File: config.mk
export PLATFORM = sky130hd
export DESIGN_NAME = elementwise_div_seq
export DESIGN_NICKNAME = d
export VERILOG_FILES = /design/src/rtl/elemdiv_pkg.sv /design/src/rtl/seq_restoring_div_lane.sv /design/src/rtl/elementwise_div_seq.sv
export SDC_FILE = /design/constraint.sdc
export NUM_CORES = 1
export LEC_CHECK = 0
export BUFFER_PORTS_ARGS = -buffer_cell sky130_fd_sc_hd__buf_2
export CORE_ASPECT_RATIO = 1.25
export CORE_MARGIN = 2
export CORE_UTILIZATION = 32
export CTS_CLUSTER_SIZE = 20
export DETAILED_ROUTE_END_ITERATION = 8
export GPL_ROUTABILITY_DRIVEN = 0
export PLACE_DENSITY_LB_ADDON = 0.15
export SETUP_SLACK_MARGIN = 0.1
export SLEW_MARGIN = 20
export SYNTH_ARGS = -nofsm -noshare
export SYNTH_HDL_FRONTEND = slang
export SYNTH_SLANG_ARGS = --single-unit
File: constraint.sdc
create_clock -name clk -period 2.6 [get_ports clk]
set_clock_uncertainty 0.1 [all_clocks]
set_input_delay 0.13 -clock clk [delete_from_list [all_inputs] [get_ports clk]]
set_output_delay 0.13 -clock clk [all_outputs]
set_load 0.01 [all_outputs]
File: src/rtl/elemdiv_pkg.sv
// Shared types and width helpers for the sequential elementwise divider.
// Latency: n/a (types only).
// Backpressure: n/a.
package elemdiv_pkg;

  localparam int N_DEF     = 8;
  localparam int LANES_DEF = 4;

  typedef enum logic [1:0] {
    IDLE = 2'd0,
    LOAD = 2'd1,
    DIV  = 2'd2,
    DONE = 2'd3
  } state_t;

  // Dividend / quotient width.
  function automatic int dvd_w(input int n);
    return 2 * n;
  endfunction

  // Partial remainder width, including the trial-subtraction headroom bit.
  function automatic int pr_w(input int n);
    return n + 1;
  endfunction

  // Bit counter width, large enough to hold 2N.
  function automatic int cnt_w(input int n);
    return $clog2(2 * n + 1);
  endfunction

endpackage

File: src/rtl/seq_restoring_div_lane.sv
// Single-lane restoring shift-subtract divider: 2N-bit dividend by N-bit divisor.
// Latency: 1 load cycle + 2N step cycles; result is valid combinationally during the last step.
// Backpressure: none; the controller drives load/step and samples the result when last=1.
//
// Ports:
//   clk, rst_n          clock, async active-low reset
//   load                capture dividend/divisor, clear partial remainder, counter=2N
//   step                perform one shift/trial-subtract iteration
//   dividend, divisor   operands sampled on load
//   last                high while the step in progress is the final one
//   quotient, remainder result as it will stand after the current step (div-by-zero overridden)
module seq_restoring_div_lane
  import elemdiv_pkg::*;
#(
  parameter int N = N_DEF
) (
  input  logic             clk,
  input  logic             rst_n,
  input  logic             load,
  input  logic             step,
  input  logic [2*N-1:0]   dividend,
  input  logic [N-1:0]     divisor,
  output logic             last,
  output logic [2*N-1:0]   quotient,
  output logic [N-1:0]     remainder
);

  localparam int DW = dvd_w(N);
  localparam int PW = pr_w(N);
  localparam int CW = cnt_w(N);

  // Committed remainder only needs N bits: after each commit it is below the
  // divisor. The N+1-bit partial remainder exists as 'shifted' below.
  logic [N-1:0]  rem_q;
  logic [DW-1:0] sr_q;   // dividend bits shift out the top, quotient bits in the bottom
  logic [N-1:0]  dvs_q;
  logic [CW-1:0] cnt_q;

  logic [PW-1:0] shifted;
  logic          ge;
  logic [N-1:0]  diff;
  logic [N-1:0]  rem_nxt;
  logic [DW-1:0] sr_nxt;
  logic          dz;

  always_comb begin
    shifted = {rem_q, sr_q[DW-1]};
    // Non-negative trial result is the same as shifted >= divisor.
    ge      = (shifted >= {1'b0, dvs_q});
    // When ge holds (and divisor != 0) the true difference fits in N bits.
    diff    = shifted[N-1:0] - dvs_q;
    rem_nxt = ge ? diff : shifted[N-1:0];
    sr_nxt  = {sr_q[DW-2:0], ge};
    dz      = (dvs_q == '0);
    quotient  = dz ? '1 : sr_nxt;
    remainder = dz ? '0 : rem_nxt;
    last      = (cnt_q == CW'(1));
  end

  always_ff @(posedge clk or negedge rst_n) begin
    if (!rst_n) begin
      rem_q <= '0;
      sr_q  <= '0;
      dvs_q <= '0;
      cnt_q <= '0;
    end else if (load) begin
      rem_q <= '0;
      sr_q  <= dividend;
      dvs_q <= divisor;
      cnt_q <= CW'(2 * N);
    end else if (step) begin
      rem_q <= rem_nxt;
      sr_q  <= sr_nxt;
      cnt_q <= cnt_q - CW'(1);
    end
  end

endmodule

File: src/rtl/elementwise_div_seq.sv
// Sequential elementwise divider: LANES quotient/remainder pairs, one lane at a time.
// Latency: LANES*(2N+1) busy cycles after the accepting edge, then a one-cycle done pulse.
// Backpressure: start is sampled only in IDLE; requests while busy/done are dropped, not queued.
//
// Ports:
//   clk, rst_n            clock, async active-low reset
//   start                 run request (IDLE only)
//   dividend[LANES]       2N-bit dividends, captured on accepted start
//   divisor[LANES]        N-bit divisors, captured on accepted start
//   quotient[LANES]       2N-bit quotients (all ones on divide-by-zero)
//   remainder[LANES]      N-bit remainders (0 on divide-by-zero)
//   busy, done            busy during LOAD/DIV; done pulses for one cycle afterwards
//   cycle_count           busy cycles of the current/last run
//   dz_flags[LANES-1:0]   per-lane divide-by-zero flags, present only with ELEMDIV_DZ_FLAG_EN
module elementwise_div_seq
  import elemdiv_pkg::*;
#(
  parameter int N     = N_DEF,
  parameter int LANES = LANES_DEF
) (
  input  logic             clk,
  input  logic             rst_n,
  input  logic             start,
  input  logic [2*N-1:0]   dividend    [0:LANES-1],
  input  logic [N-1:0]     divisor     [0:LANES-1],
  output logic [2*N-1:0]   quotient    [0:LANES-1],
  output logic [N-1:0]     remainder   [0:LANES-1],
  output logic             busy,
  output logic             done,
  output logic [15:0]      cycle_count
`ifdef ELEMDIV_DZ_FLAG_EN
  ,
  output logic [LANES-1:0] dz_flags
`endif
);

  localparam int IW = (LANES > 1) ? $clog2(LANES) : 1;
  localparam logic [IW-1:0] LAST_LANE = IW'(LANES - 1);

  state_t state_q, state_d;
  logic [IW-1:0]  lane_idx;
  logic [2*N-1:0] cap_dividend [0:LANES-1];
  logic [N-1:0]   cap_divisor  [0:LANES-1];

  logic           accept;
  logic           lane_load;
  logic           lane_step;
  logic           lane_last;
  logic [2*N-1:0] lane_q;
  logic [N-1:0]   lane_r;
  logic           lane_store;

  seq_restoring_div_lane #(.N(N)) u_lane (
    .clk       (clk),
    .rst_n     (rst_n),
    .load      (lane_load),
    .step      (lane_step),
    .dividend  (cap_dividend[lane_idx]),
    .divisor   (cap_divisor[lane_idx]),
    .last      (lane_last),
    .quotient  (lane_q),
    .remainder (lane_r)
  );

  // State register.
  always_ff @(posedge clk or negedge rst_n) begin
    if (!rst_n) state_q <= IDLE;
    else        state_q <= state_d;
  end

  // Next-state logic.
  always_comb begin
    state_d = state_q;
    case (state_q)
      IDLE: if (start) state_d = LOAD;
      LOAD: state_d = DIV;
      DIV:  if (lane_last) state_d = (lane_idx == LAST_LANE) ? DONE : LOAD;
      DONE: state_d = IDLE;
      default: state_d = IDLE;
    endcase
  end

  // Output / control decode.
  always_comb begin
    busy       = (state_q == LOAD) || (state_q == DIV);
    done       = (state_q == DONE);
    accept     = (state_q == IDLE) && start;
    lane_load  = (state_q == LOAD);
    lane_step  = (state_q == DIV);
    lane_store = lane_step && lane_last;
  end

  // Operand capture, lane sequencing and result registers.
  always_ff @(posedge clk or negedge rst_n) begin
    if (!rst_n) begin
      lane_idx    <= '0;
      cycle_count <= '0;
      for (int k = 0; k < LANES; k++) begin
        cap_dividend[k] <= '0;
        cap_divisor[k]  <= '0;
        quotient[k]     <= '0;
        remainder[k]    <= '0;
      end
    end else begin
      if (accept) begin
        lane_idx    <= '0;
        cycle_count <= '0;
        for (int k = 0; k < LANES; k++) begin
          cap_dividend[k] <= dividend[k];
          cap_divisor[k]  <= divisor[k];
        end
      end
      if (busy) cycle_count <= cycle_count + 16'd1;
      if (lane_store) begin
        quotient[lane_idx]  <= lane_q;
        remainder[lane_idx] <= lane_r;
        if (lane_idx != LAST_LANE) lane_idx <= lane_idx + IW'(1);
      end
    end
  end

`ifdef ELEMDIV_DZ_FLAG_EN
  always_ff @(posedge clk or negedge rst_n) begin
    if (!rst_n) begin
      dz_flags <= '0;
    end else if (accept) begin
      dz_flags <= '0;
    end else if (lane_store && (cap_divisor[lane_idx] == '0)) begin
      dz_flags[lane_idx] <= 1'b1;
    end
  end
`endif

endmodule

==> impl_metrics.csv <==
group,metric,value,unit
worst_setup_path,crit_fanout,19,
synthesis,avgSynthCellArea,12.0,µm²
cells_and_area,design_area,14700,µm²
drt,drc,0,
worst_setup_path,crit_path_end_kind,"flop",
synthesis,synthAdderAreaFrac,2.46,%
clocking,cts_buffers,27,
timing,finalSetupViolCount,0,
synthesis,synth.most_common_cell,"dfrtp_1",
timing,period_minus_slack,2340,ps
floorplanning,start_util,32.6,%
drt,vias_per_cell,4.81,
power_and_ir_drop,power_density,1220,nW/µm²
flow_run,max-cap-violations,0,
placed_design,portBuffers,212,
worst_setup_path,reg2reg_depth,7,
synthesis,synth_ff_type,"dfrtp_1",
synthesis,syn-cell-area,11000,µm²
worst_setup_path,cp.required,2900,ps
synthesis,netlist_top_cells_area,"dfrtp_1 57%, mux2_2 10%, mux4_2 4.9%, nand2_1 4.5%, o21ai_0 3.6%",
drt,dr_total_vias,8035,
worst_setup_path,reg2reg_slack,260,ps
placed_design,place_area,12700,µm²
grt,grtUsageTotal,16.5,%
worst_setup_path,crit_path_start_kind,"flop",
cells_and_area,diodes,0,
timing,max_freq,427,MHz
worst_setup_path,r2r_end,"remainder[18]",
synthesis,synth_xor_area_share,0.319,%
worst_setup_path,crit_type,"flop to flop",
grt,gr-total-overflow,0,
synthesis,postSynthCellCount,918,
cells_and_area,fillers,3204,
clocking,clock-sinks,249,
drt,avgRoutedWirePerCell,17.4,µm
clocking,cts_tree,"built",
timing,maxSlewHeadroom,61.4,%
placed_design,placed_cells,1523,
grt,grt_first_pass_wirelength,47.0,mm
clocking,cts-root-buf,"clkbuf_16",
synthesis,ys_warn_count,0,
synthesis,syn_nets,1038,
hold_path,hold_path.class,"primary input to asynchronous set/reset pin",
power_and_ir_drop,cellLeakagePower,6.79,nW
synthesis,synth_top_family_by_area,"multiplexers",
grt,grt_pass1_vias,8415,
clocking,clk_pin_slew,60,ps
clocking,clk_path_buf_depth,3,
synthesis,yosysSeqAreaShare,56.8,%
synthesis,yosysUniqueCellTypes,53,
floorplanning,die_area,35800,µm²
timing,min_period_over_period,90.1,%
clocking,htreeDepth,1,
synthesis,yosysTopAreaCell,"dfrtp_1",
floorplanning,coreArea,33700,µm²
floorplanning,die_w,170,µm
drt,dr.first_iter.drc_count,473,
clocking,insertion_delay,540,ps
cells_and_area,fin_cells,1669,
timing,hold_violations,0,
drt,first_pass_iters,5,
synthesis,yosys.area_share.simple,9.56,%
cells_and_area,nNetsFinal,1348,
worst_setup_path,crit_arrival,2650,ps
synthesis,synth.top_cell.area_share,56.8,%
synthesis,synth_seq_cells,249,
timing,finalMaxSlewViolations,0,
timing,holdWs,118,ps
worst_setup_path,r2r-start,"u_lane.rem_q[3]",
power_and_ir_drop,ir_drop,0.000745,V
timing,tightest_slew,578,ps
timing,rsz0062_at_grt,"true",
synthesis,synth_edf_count,0,
synthesis,synth-compound-area-share,10.4,%
floorplanning,fp.dieH,211,µm
cells_and_area,area_growth,33.6,%
clocking,cts_setup_buffers,0,
run_status,outcome,"finished clean",
timing,fin_tns_setup,0,ps
floorplanning,row_count,75,
synthesis,synth-async-reset-ratio,100,%
synthesis,synth_mux_area_share,17.7,%
cells_and_area,post_route_cells_drive_above_1_share,34.5,%
floorplanning,io_pins,213,
placed_design,hpwl,20.2,mm
drt,wirelength,29.0,mm
grt,antenna_found_initial,0,
drt,postRouteAntennaNets,0,
grt,grt_max_degree,101,
synthesis,synth_common_cells,"249 x dfrtp_1, 131 x nand2_1, 99 x mux2_2",
==> worst max-delay path by stage <==
stage | startpoint | end | slack [ps]
after detailed placement | u_lane.sr_q[15] | u_lane.rem_q[4] | 160
after CTS | u_lane.sr_q[15] | remainder[4] | 150
final | u_lane.rem_q[3] | remainder[18] | 260
after global placement | u_lane.sr_q[15] | remainder[4] | 200
after global routing | u_lane.rem_q[3] | remainder[17] | 100
after floorplan | u_lane.sr_q[15] | u_lane.rem_q[6] | 480
==> final cells by class <==
class                           count  area (µm²)  share of cell area (%)
Clock inverter                     15         229                    1.56
Tap cell                          423         529                    3.61
Timing Repair Buffer              335        2370                    16.2
Multi-Input combinational cell    596        4500                    30.7
Sequential cell                   249        6230                    42.5
Inverter                           19        71.3                   0.487
Clock buffer                       32         724                    4.94
==> per-stage QoR <==
step | power (W) | util, % | setup WS (ps)
final | 0.0180 | 43.5 | 257
after global routing | 0.0193 | 43.5 | 99.0
after CTS | 0.0181 | 43.4 | 152
after detailed placement | 0.0137 | 37.6 | 156
after global placement | 0.0136 | 37.6 | 201
after floorplan | 0.0112 | - | 475
==> layout by cell type (no fill, tap or decap), types with 5 or more instances in the layout <==
cell type,synthesis,layout
a21oi_1,26,26
mux2i_1,21,21
o31ai_1,28,28
nand2_1,131,130
mux2i_4,1,5
clkbuf_16,0,27
buf_12,0,10
o21ai_1,15,15
buf_2,8,211
o21ai_0,78,78
ha_1,20,16
bufinv_16,0,6
nand4_1,11,11
nand3_1,9,9
mux4_2,24,24
o31ai_2,5,5
buf_4,2,14
dfrtp_1,249,248
mux2_2,99,99
clkinv_2,0,8
inv_1,19,19
a31oi_1,8,8
o211ai_1,10,10
dlygate4sd3_1,0,99
nor2_1,53,53
and3_1,5,5
==> worst max-delay path, cell delays in order (launching register included) <==
cell      delay (ps)
dfrtp_1          420
ha_2             400
and4_1           260
a211oi_2          80
a31oi_2          280
buf_12           220
mux2i_4          340
o31ai_1          110
==> power breakdown <==
group,internal [W],switching (W),total [W]
logic,0.00351,0.00387,0.00738
registers,0.00540,0.00101,0.00641
clock network,0.00257,0.00159,0.00416
total,0.0115,0.00647,0.0180
==> registers in the layout (all words and copies together), names as in the netlist, 8 cells and up <==
name	cells
cap_dividend	64
cap_divisor	32
cycle_count	16
quotient	64
remainder	32
u_lane.dvs_q	8
u_lane.rem_q	8
u_lane.sr_q	16
==> kinds of logic (layout without fill, tap and decap cells) <==
kind of cell,after synthesis,in the layout
DFF,249,249
and+or+nand+nor,235,235
AOI/OAI and AO/OA,187,187
muxes,149,149
buffers and inverters,73,401
adders and majority gates,21,21
xor gates and xnor gates,4,4
==> repair_timing <==
action	4_1_cts	5_1_grt
hold buffers	99	0
resized for setup	0	8
endpoints found under the setup margin	0	23
hold endpoints to repair	346	0
==> layer usage <==
| layer | wire, µm | up-vias | global-route usage (%) |
|---|---|---|---|
| met3 | 1140 | 39 | 2.12 |
| met5 | 0 | - | 0 |
| met1 | 13400 | 3895 | 22.4 |
| met4 | 618 | 0 | 4.77 |
| li1 | - | 3903 | - |
| met2 | 13800 | 198 | 27.6 |
(Power assumes the default switching activity.)
